**config.mk**
```make
export PLATFORM = sky130hd
export DESIGN_NAME = sram_freeze_controller
export DESIGN_NICKNAME = d
export VERILOG_FILES = /design/src/rtl/sram_freeze_controller_pkg.sv /design/src/rtl/sram_freeze_controller_phase_counter.sv /design/src/rtl/sram_freeze_controller.sv
export SDC_FILE = /design/constraint.sdc
export NUM_CORES = 1
export LEC_CHECK = 0
export ABC_CLOCK_PERIOD_IN_PS = 2230
export BUFFER_PORTS_ARGS = -buffer_cell sky130_fd_sc_hd__buf_2
export CORE_UTILIZATION = 49
export CTS_CLUSTER_DIAMETER = 150
export DETAILED_ROUTE_END_ITERATION = 12
export HOLD_SLACK_MARGIN = 0.03
export PLACE_DENSITY = 0.87
export SYNTH_ARGS = -nofsm -noshare
export SYNTH_HDL_FRONTEND = slang
export SYNTH_SLANG_ARGS = --single-unit
```
**constraint.sdc**
```tcl
create_clock -name clk -period 2.23 [get_ports clk]
set_input_delay 0.446 -clock clk [delete_from_list [all_inputs] [get_ports clk]]
set_output_delay 0.446 -clock clk [all_outputs]
set_load 0.1 [all_outputs]
```
**src/rtl/sram_freeze_controller_pkg.sv**
```systemverilog
// Shared constants for the SRAM freeze controller.
// State encoding and SRAM geometry live here.
package sram_freeze_controller_pkg;

  localparam int DATA_LEN      = 32;
  localparam int SRAM_DATA_LEN = DATA_LEN / 2;
  localparam int SRAM_ADDR_LEN = 18;
  localparam int BASE_ADDR     = 1024;

  localparam logic [1:0] S_IDLE = 2'd0;
  localparam logic [1:0] S_LOW  = 2'd1;
  localparam logic [1:0] S_HIGH = 2'd2;
  localparam logic [1:0] S_DONE = 2'd3;

endpackage

```
**src/rtl/sram_freeze_controller_phase_counter.sv**
```systemverilog
// Wait-cycle counter for one half-word phase.
// Saturates at WAIT_CYCLES-1 and flags the last cycle.
module sram_phase_counter #(
  parameter int WAIT_CYCLES = 3
) (
  input  logic clk,
  input  logic rst,
  input  logic clr,
  output logic last
);

  localparam int CW = (WAIT_CYCLES > 1) ? $clog2(WAIT_CYCLES) : 1;
  localparam logic [CW-1:0] LAST_VAL = CW'(WAIT_CYCLES - 1);

  logic [CW-1:0] cnt_q, cnt_d;

  assign last = (cnt_q == LAST_VAL);

  // Next count: restart on phase entry, hold once the last cycle is hit.
  always_comb begin
    cnt_d = cnt_q;
    if (clr)
      cnt_d = '0;
    else if (!last)
      cnt_d = cnt_q + CW'(1);
  end

  // Count register.
  always_ff @(posedge clk or negedge rst) begin
    if (!rst)
      cnt_q <= '0;
    else
      cnt_q <= cnt_d;
  end

endmodule

```
**src/rtl/sram_freeze_controller.sv**
```systemverilog
// Memory-stage controller: 32-bit accesses over a 16-bit SRAM.
// Drives ready low (freeze) until both half-word phases finish.
module sram_freeze_controller
  import sram_freeze_controller_pkg::*;
#(
  parameter int DATA_LEN      = sram_freeze_controller_pkg::DATA_LEN,
  parameter int SRAM_DATA_LEN = sram_freeze_controller_pkg::SRAM_DATA_LEN,
  parameter int SRAM_ADDR_LEN = sram_freeze_controller_pkg::SRAM_ADDR_LEN,
  parameter int BASE_ADDR     = sram_freeze_controller_pkg::BASE_ADDR,
  parameter int WAIT_CYCLES   = 3
) (
  input  logic                     clk,
  input  logic                     rst,
  input  logic                     mem_r_en,
  input  logic                     mem_w_en,
  input  logic [DATA_LEN-1:0]      addr,
  input  logic [DATA_LEN-1:0]      write_data,
  output logic [DATA_LEN-1:0]      read_data,
  output logic                     ready,
  output logic [SRAM_ADDR_LEN-1:0] sram_addr,
  output logic [SRAM_DATA_LEN-1:0] sram_dq_out,
  output logic                     sram_dq_oe,
  input  logic [SRAM_DATA_LEN-1:0] sram_dq_in,
  output logic                     sram_we_n
);

  localparam int WL = SRAM_ADDR_LEN - 1;
  localparam int HL = SRAM_DATA_LEN;

  logic [1:0]          state_q, state_d;
  logic                wr_q, wr_d;
  logic [WL-1:0]       word_q, word_d;
  logic [DATA_LEN-1:0] wdata_q, wdata_d;
  logic [DATA_LEN-1:0] rdata_q, rdata_d;
  logic                req, last, clr, busy, hi, drv;

  assign req = mem_r_en | mem_w_en;

  sram_phase_counter #(
    .WAIT_CYCLES(WAIT_CYCLES)
  ) u_cnt (
    .clk (clk),
    .rst (rst),
    .clr (clr),
    .last(last)
  );

  // FSM next state, request latching and load-data capture.
  always_comb begin
    state_d = state_q;
    wr_d    = wr_q;
    word_d  = word_q;
    wdata_d = wdata_q;
    rdata_d = rdata_q;
    unique case (state_q)
      S_IDLE: begin
        if (req) begin
          state_d = S_LOW;
          wr_d    = mem_w_en;
          word_d  = WL'((addr - DATA_LEN'(BASE_ADDR)) >> 2);
          wdata_d = write_data;
        end
      end
      S_LOW: begin
        if (last) begin
          state_d = S_HIGH;
          if (!wr_q)
            rdata_d[HL-1:0] = sram_dq_in;
        end
      end
      S_HIGH: begin
        if (last) begin
          state_d = S_DONE;
          if (!wr_q)
            rdata_d[DATA_LEN-1:HL] = sram_dq_in;
        end
      end
      S_DONE:  state_d = S_IDLE;
      default: state_d = S_IDLE;
    endcase
  end

  // Restart the phase counter whenever the state changes.
  always_comb begin
    clr = (state_d != state_q);
  end

  // State and datapath registers.
  always_ff @(posedge clk or negedge rst) begin
    if (!rst) begin
      state_q <= S_IDLE;
      wr_q    <= 1'b0;
      word_q  <= '0;
      wdata_q <= '0;
      rdata_q <= '0;
    end else begin
      state_q <= state_d;
      wr_q    <= wr_d;
      word_q  <= word_d;
      wdata_q <= wdata_d;
      rdata_q <= rdata_d;
    end
  end

  // SRAM pins and freeze handshake; idle pins rest at zero.
  always_comb begin
    busy = (state_q == S_LOW) | (state_q == S_HIGH);
    hi   = (state_q == S_HIGH);
    drv  = busy & wr_q;
    if (state_q == S_IDLE)
      ready = ~req;
    else
      ready = ~busy;
    sram_we_n  = ~drv;
    sram_dq_oe = drv;
    sram_addr  = busy ? {word_q, hi} : '0;
    if (!drv)
      sram_dq_out = '0;
    else if (hi)
      sram_dq_out = wdata_q[DATA_LEN-1:HL];
    else
      sram_dq_out = wdata_q[HL-1:0];
  end

  assign read_data = rdata_q;

endmodule

```
# == After elaboration in Yosys (flattened, before gate mapping) ==
# Cells that the tools add are included.
# word_totals
register_bits,86
inputBits,84
output_inout_bits,69
elab_cells,36
# classes
n_addsub,2
eq_ne,6
n_mux,10
n_bitwise,7
n_reduce_logical,4
# ops
op,count
two-way mux 16 bit,2
subtractor 19 x 11 -> 19 bit (second input constant),1
two-way mux 18 bit,1
two-way mux 2 bit,5
case mux 2 bit (4 select lines),1
== test 2 bit (second input constant),3
AND reduction 3 bit,2
inverter 1 bit,4
adder 2 x 1 -> 2 bit (second input constant),1
== test 2 x 1 -> 1 bit (second input constant),1
logical NOT 2 bit,1
!= test 2 x 1 -> 1 bit (second input constant),1
!= test 2 bit,1
OR 1 bit,2
AND reduction 2 bit,1
bitwise AND 1 bit,1
two-way mux 1 bit,1

# == Longest topological paths before layout ==
# Gate-level depths: netlist of run 1.
# logic_depth
word_depth,5
depth_mapped,8
mapped_depth_nobuf,5

# == Hierarchy ==
# A second synthesis of run 1 with hierarchy kept.
# hier_totals
cells_unflattened,382
hier_area_um2,3834.9
# by_module_without_submodules
module,n_inst,cells_each,area_per_inst_um2,seq_area_each_um2
sram_freeze_controller,1,373,3737.3,2102.0
sram_phase_counter,1,9,97.6,50.0

# == Worst setup path before layout of run 1 ==
# OpenSTA, ideal clock, no wires.
# synth_timing
kind,reg-to-output
start,reg state_q[0]
end,out sram_dq_out[10]
arrival_ns,3.396
required_time_ns,1.784
setup_slack_ns,-1.612
path_stages_with_launch,7
path_buffers,2
path_cell_list,dfrtp_1 > inv_1 > ha_1 > buf_2 > buf_2 > mux2i_1 > nor2_1
# synth_via
elab_chain_cells,4
elab_cells_between_ends,6
cone_classes,eq/ne: 2; mux: 2; bitwise: 2
# synth_rtl
element,line_no,source
start: declaration,sram_freeze_controller.sv:30,"logic [1:0] state_q, state_d;"
start signal: assignment,sram_freeze_controller.sv:97,state_q <= state_d;
== test 2 x 1 -> 1 bit or == test 2 bit (tied branches),"sram_freeze_controller.sv:107, sram_freeze_controller.sv:108",
OR 1 bit,sram_freeze_controller.sv:107,busy = (state_q == S_LOW) | (state_q == S_HIGH);
bitwise AND 1 bit,sram_freeze_controller.sv:109,drv = busy & wr_q;
two-way mux 16 bit (*),sram_freeze_controller.sv:117,if (!drv)
end: declaration,sram_freeze_controller.sv:21,"output logic [SRAM_DATA_LEN-1:0] sram_dq_out,"
# Every way passes the cells marked *; elsewhere a longest branch is shown, timed or not.

# == Worst setup path in the final report of run 1 ==
# layout_timing
start,reg state_q[1]
end,out sram_dq_out[5]
# The elaborated chain is that of the path after synthesis.

==> results of run 1 <==
## cell type report
| cell class | instances | area, µm² | area share |
|---|---|---|---|
| Clock buffer | 9 | 124 | 0.0208 |
| Clock inverter | 6 | 71.3 | 0.0120 |
| Inverter | 7 | 32.5 | 0.00546 |
| Multi-Input combinational cell | 272 | 1960 | 0.329 |
| Sequential cell | 86 | 2150 | 0.362 |
| Tap cell | 99 | 124 | 0.0208 |
| Timing Repair Buffer | 159 | 1490 | 0.251 |
## worst max-delay path, cell delays in order (launching register included)
cell	delay, ns
dfrtp_2	0.42
buf_6	0.13
ha_4	0.19
buf_12	0.16
mux2i_4	0.19
nor2_4	0.14
buf_12	0.18
## cells in the final DEF, fill, tap and decap left out, types with 5 or more instances in the layout
cell type,netlist,layout
o21ai_0,7,7
and2_2,0,9
mux2i_4,0,11
nor2_4,0,16
clkbuf_8,0,9
buf_12,0,41
dfrtp_1,86,84
and2_4,0,5
nor2_1,23,7
a31oi_1,5,5
buf_2,7,99
mux2_2,32,32
nand2_1,130,129
buf_4,1,15
## sequential cells by signal, summed over array words and instances, names as in the netlist
| signal | cells |
|---|---|
| word_q | 17 |
| wdata_q | 32 |
| state_q | 2 |
| u_cnt.cnt_q | 2 |
| read_data | 32 |
| wr_q | 1 |
## layer usage
metal,track usage,vias up,part of all wire
met3,0.0497,22,0.046
met5,0,-,0
met2,0.453,124,0.52
met4,0.109,0,0.023
li1,-,1562,-
met1,0.319,1612,0.41
## synthesized netlist by cell type (all sizes together) (2+ instances only)
master  count  area (µm²)
xnor2       2        17.5
nand2b      3        18.8
ha          6        75.1
a21oi       4        20.0
xor2        2        17.5
o21ai       8        40.0
or4         3        26.3
nand2     130         488
clkbuf     12        45.0
nor4        2        12.5
mux2       32         360
or3         4        25.0
and2       17         106
mux2i      16         160
nor2b       2        12.5
o31ai       4        30.0
a31oi       5        31.3
buf         8        42.5
inv         7        26.3
dfrtp      86        2150
nor2       23        86.3
## worst paths after layout
kind,end,slack [ns],cells past startpoint
max,sram_dq_out[5],0.009,6
min in group clk,wdata_q[3],0.28,3
min reg2reg,word_q[7],0.48,2
max reg2reg,read_data[26],0.22,8
max in group asynchronous,read_data[9],1.57,2
min,read_data[4],0.07,1
## metrics by stage
step	setup slack (ns)	instance area, µm²
after floorplan	-0.0227	4130
after global placement	0.223	5470
after global routing	-0.0387	5960
after detailed placement	0.207	5470
after CTS	0.00132	5880
final	0.00895	5960
## kinds of logic after synthesis
group,Yosys count,synth area share
muxes,48,0.135
adders and majority gates,6,0.0195
DFF,86,0.558
xor gates and xnor gates,4,0.00909
buffers and inverters,27,0.0295
and+or+nand+nor,187,0.207
AOI/OAI and AO/OA,26,0.0419
## what timing repair did
action,4_1_cts,5_1_grt
hold buffers,0,0
pin swaps,5,14
setup buffers,6,3
setup endpoints to repair,36,18
gates cloned,2,0
resized for setup,17,12
==> key figures, run 1 <==
Status
  – Status: completed

Critical path
  – Worst setup EP type: output port
  – RR Startpoint: state_q[1]
  – Worst Setup Start Kind: register
  – CP Launch Point: state_q[1]
  – WS Path Type: reg -> out
  – Crit-path max FO: 6
  – Critical path arrival: 1.78 ns
  – Critical Path RT: 1.78 ns

Synth
  – Top_reg_cell synth: dfrtp_1
  – Seq/Total Area, Yosys: 0.558
  – Seq cells post-synth: 86
  – Syn avg cell area: about 10 µm²
  – Unique cell type count in the Yosys netlist: 32
  – Fraction of registers with async set or reset after synthesis: 1.00
  – Post-Synthesis Cells: between 300 and 400
  – Syn nets: 474
  – Number of flops mapped to enable cells by yosys: 0
  – Syn Std Cell Area: between 3000 and 4000 µm²
  – Synth Warn #: 0

Cells and area
  – Area Overhead vs Synth: 54.6%
  – Fin nets: 625
  – Fillcell total: roughly 450
  – Fin util: 0.804
  – # diodes: 0
  – Fin cells: around 640
  – Share of cells above drive strength 1: 0.484

Global routing
  – Global-route wire length before repair: 16800 µm
  – Initial antenna violation count: 0
  – Vias in the first global route: 3422
  – Gr ovfl total: 0
  – Largest net degree at the start of global routing: 42
  – GRT Overall Usage: 0.262

STA
  – Final Hold Fails: 0
  – Hold Slack: 0.0669 ns
  – Least-Margin Pin Slew: just over 0.5 ns
  – Final min period: 2.22 ns
  – RSZ-0062 raised after global routing: true
  – Clock skew: between 0.006 and 0.007 ns
  – Final setup TNS: 0 ns
  – FMAX: between 400 and 500 MHz
  – Slew Limit Fails: 0
  – Final worst path period share: 0.996
  – Worst slew margin: 0.660
  – Setup-failing EPs final: 0

Clock tree
  – H-tree levels: 3
  – CTS max path bufs: 2
  – CTS tree: built
  – Clk_lat worst skew: about 0.35 ns
  – Clk root buf: clkbuf_8
  – CTS Buf Count: 9
  – Clock Pin Slew Worst Setup and Hold Paths: about 0.090 ns
  – Clock sink count: 86

Routing
  – Drc violations: 0
  – Vias: ~3300
  – Vias per cell: between 5 and 6
  – Routed wire length: 10400 µm
  – Iter 0 DRT Violations: 174
  – Pre-antenna DRT Iters: 4
  – Antenna viol nets, final: 0
  – Wire length per cell: 16.3 µm

Placement
  – HPWL after DPL: roughly 7000 µm
  – IO Port Bufs: 137
  – Placed cells: between 600 and 700
  – RD Place Congestion: approximately 0.84

Floorplanning
  – Initial Util: 0.520
  – CORE AREA: 7410 µm²
  – Die height: 90.7 µm
  – Die Wd: around 91 µm
  – I/O pin total: 153
  – Cell Rows: 31
  – Die footprint: roughly 8200 µm²

Job
  – Max cap viols: 0

Hold path
  – Worst Hold Class: in -> async
Power of run 1 is not shown: default switching activity piles up to over one toggle a cycle in this logic, so the estimate is an artifact.
==> inputs of run 2 (changes only) <==
CORE_UTILIZATION = 48   (was 49)
PLACE_DENSITY = 0.85   (was 0.87)
RECOVER_POWER = 100   (was unset)
SYNTH_HIERARCHICAL = 1   (was unset)
==> key figures, run 2 <==
Synth
  – Seq cells post-synth: between 80 and 90
  – Synth area leaders: dfrtp_1, nand2_1, mux2_2
  – Syn avg cell area: approximately 10 µm²
  – Seq/Total Area, Yosys: 0.561
  – Unique cell type count in the Yosys netlist: 34
  – Post-synth top cells: nand2_1, dfrtp_1, mux2_2
  – Syn Std Cell Area: around 3800 µm²
  – Leading area contributor after synthesis: dfrtp_1
  – Top_reg_cell synth: dfrtp_1
  – Most frequent cell after synthesis: nand2_1
  – Syn nets: ~470
  – Area share of the largest cell type after synthesis: 0.561
  – Fraction of registers with async set or reset after synthesis: 1.00
  – Number of flops mapped to enable cells by yosys: 0
  – Synth Warn #: 6
  – Post-Synthesis Cells: 382

STA
  – Final Hold Fails: 0
  – Least-Margin Pin Slew: 1.25 ns
  – Slew Limit Fails: 0
  – Final worst path period share: 0.992
  – FMAX: about 450 MHz
  – RSZ-0062 raised after global routing: true
  – Clock skew: 0.0146 ns
  – Final min period: 2.21 ns
  – Setup-failing EPs final: 0
  – Worst slew margin: 0.170

Critical path
  – Cells on worst reg2reg path: 5
  – RR Startpoint: state_q[1]
  – WS Path Type: reg -> out
  – Critical path arrival: approximately 1.8 ns
  – R2R setup slack: between 0.3 and 0.4 ns
  – Largest delay share family, worst path: buffers and inverters
  – Reg2reg end: word_q[15]
  – Critical Path RT: between 1.5 and 2 ns
  – CP max stage delay: approximately 0.41 ns
  – Crit-path max FO: 5
  – Crit path cell chain: inv_2 -> ha_4 -> clkbuf_16 -> mux2i_4 -> nor2_4 -> buf_12
  – Worst Setup Start Kind: register
  – CP max stage cell: dfrtp_1
  – Crit path buf inv count: 3
  – Worst setup EP type: output port

Floorplanning
  – Die height: a little over 90 µm
  – Initial Util: 0.496
  – I/O pin total: 153
  – Cell Rows: 32
  – Die Wd: between 90 and 100 µm
  – Die footprint: ~8400 µm²
  – CORE AREA: around 7700 µm²

Routing
  – Vias: ~3300
  – Pre-antenna DRT Iters: 4
  – Antenna viol nets, final: 0
  – Vias per cell: approximately 5.2
  – Drc violations: 0
  – Iter 0 DRT Violations: 86
  – Wire length per cell: 15.4 µm
  – Routed wire length: 9890 µm

Global routing
  – Largest net degree at the start of global routing: 50
  – Gr ovfl total: 0
  – Vias in the first global route: around 3300
  – Global-route wire length before repair: about 16000 µm
  – Initial antenna violation count: 0
  – GRT Overall Usage: 0.241

Job
  – Max cap viols: 0

Placement
  – HPWL after DPL: between 6000 and 7000 µm
  – Cell Area, Placed: roughly 5400 µm²
  – IO Port Bufs: between 100 and 150
  – RD Place Congestion: roughly 0.77

Clock tree
  – H-tree levels: 3
  – Clk_lat worst skew: about 0.37 ns
  – Clock sink count: 86
  – CTS Buf Count: 9
  – Clock Pin Slew Worst Setup and Hold Paths: approximately 0.10 ns
  – CTS tree: built
  – Clk root buf: clkbuf_8
  – CTS max path bufs: 2

Cells and area
  – Design Area, Final: 5950 µm²
  – # diodes: 0
  – Share of cells above drive strength 1: 0.483
  – Fin nets: 623
  – Most frequent cells in the layout: nand2_1, buf_2, dfrtp_1, buf_12, mux2_2
  – Register area: roughly 2200 µm²
  – Area Overhead vs Synth: 55.2%
  – Fillcell total: 496
  – Most common cell after layout, fill and taps aside: nand2_1
  – Multi-input logic area: ~2000 µm²

Hold path
  – Hold Path Cell Cnt: 3
  – Hold Crit Endpoint: wdata_q[28]
  – Worst Hold Class: in -> reg
  – Hold Startpoint: write_data[28]

Status
  – Status: completed
## run 2: cell types whose count changed in the layout (fill, tap and decap cells not counted), sizes merged, moves of 2 or more
cell    delta
nor4       -2
clkbuf     +7
nand2b     -3
buf        -8
inv        +4
o31ai      -2
nor2       -2
## run 2: through the flow
step / TNS (ns) / hold WS, ns / instances / util / setup WS, ns
after floorplan: -0.109 / 0.150 / 382 / - / -0.0378
after global placement: 0 / 0.451 / 609 / 0.697 / 0.200
after detailed placement: 0 / 0.458 / 609 / 0.697 / 0.163
after CTS: 0 / 0.0815 / 634 / 0.757 / 0.00277
after global routing: -0.358 / 0.262 / 640 / 0.770 / -0.0346
final: 0 / 0.262 / 640 / 0.770 / 0.0168
## run 2: how the worst max path moves through the flow
stage,start,end,slack (ns),cells after the start
floorplan,state_q[0],sram_dq_out[10],-0.04,6
global placement,state_q[1],sram_dq_out[3],0.20,5
detailed placement,state_q[1],sram_dq_out[6],0.16,5
CTS,state_q[1],sram_dq_out[15],0.003,6
global route,state_q[0],sram_dq_out[3],-0.03,6
finish,state_q[0],sram_dq_out[3],0.02,6
## run 2: what timing repair did
item	CTS	global route
resized for setup	23	4
buffers inserted	9	4
setup endpoints to repair	24	26
pin swaps	2	12
hold buffers	0	0
gates cloned	0	2
## run 2: worst reg2reg max path: cells and delay by family, from the launching register on
family	cells	cell delay, ns
AOI/OAI and AO/OA	1	0.34
adders and majority gates	1	0.19
buffers and inverters	1	0.10
DFF	1	0.46
and+or+nand+nor	2	0.73
## run 2: metal layers
metal	share of wire	track usage	vias up
met5	0	0	-
li1	-	-	1545
met1	0.41	0.299	1618
met4	0.016	0.0767	0
met2	0.52	0.422	131
met3	0.053	0.0452	18
## run 2: final cells by class
type,count,share of cell area
clock buffer,9,0.0208
multi-input combinational,268,0.328
inverter,10,0.00694
clock inverter,7,0.0132
sequential,86,0.362
tap,102,0.0214
timing repair buffer,158,0.248
## run 2: cells by family (layout without fill, tap and decap cells)
group / Yosys count / in the layout / share of synthesized area
AO/OA/AOI/OAI: 27 / 27 / 0.0447
XOR/XNOR: 3 / 3 / 0.00685
adder cells (fa/ha/maj): 6 / 6 / 0.0196
buffers and inverters: 28 / 184 / 0.0290
flip-flops: 86 / 86 / 0.561
multiplexers: 48 / 48 / 0.136
AND/OR/NAND/NOR: 184 / 184 / 0.203
Power of run 2 is left out for the same reason.
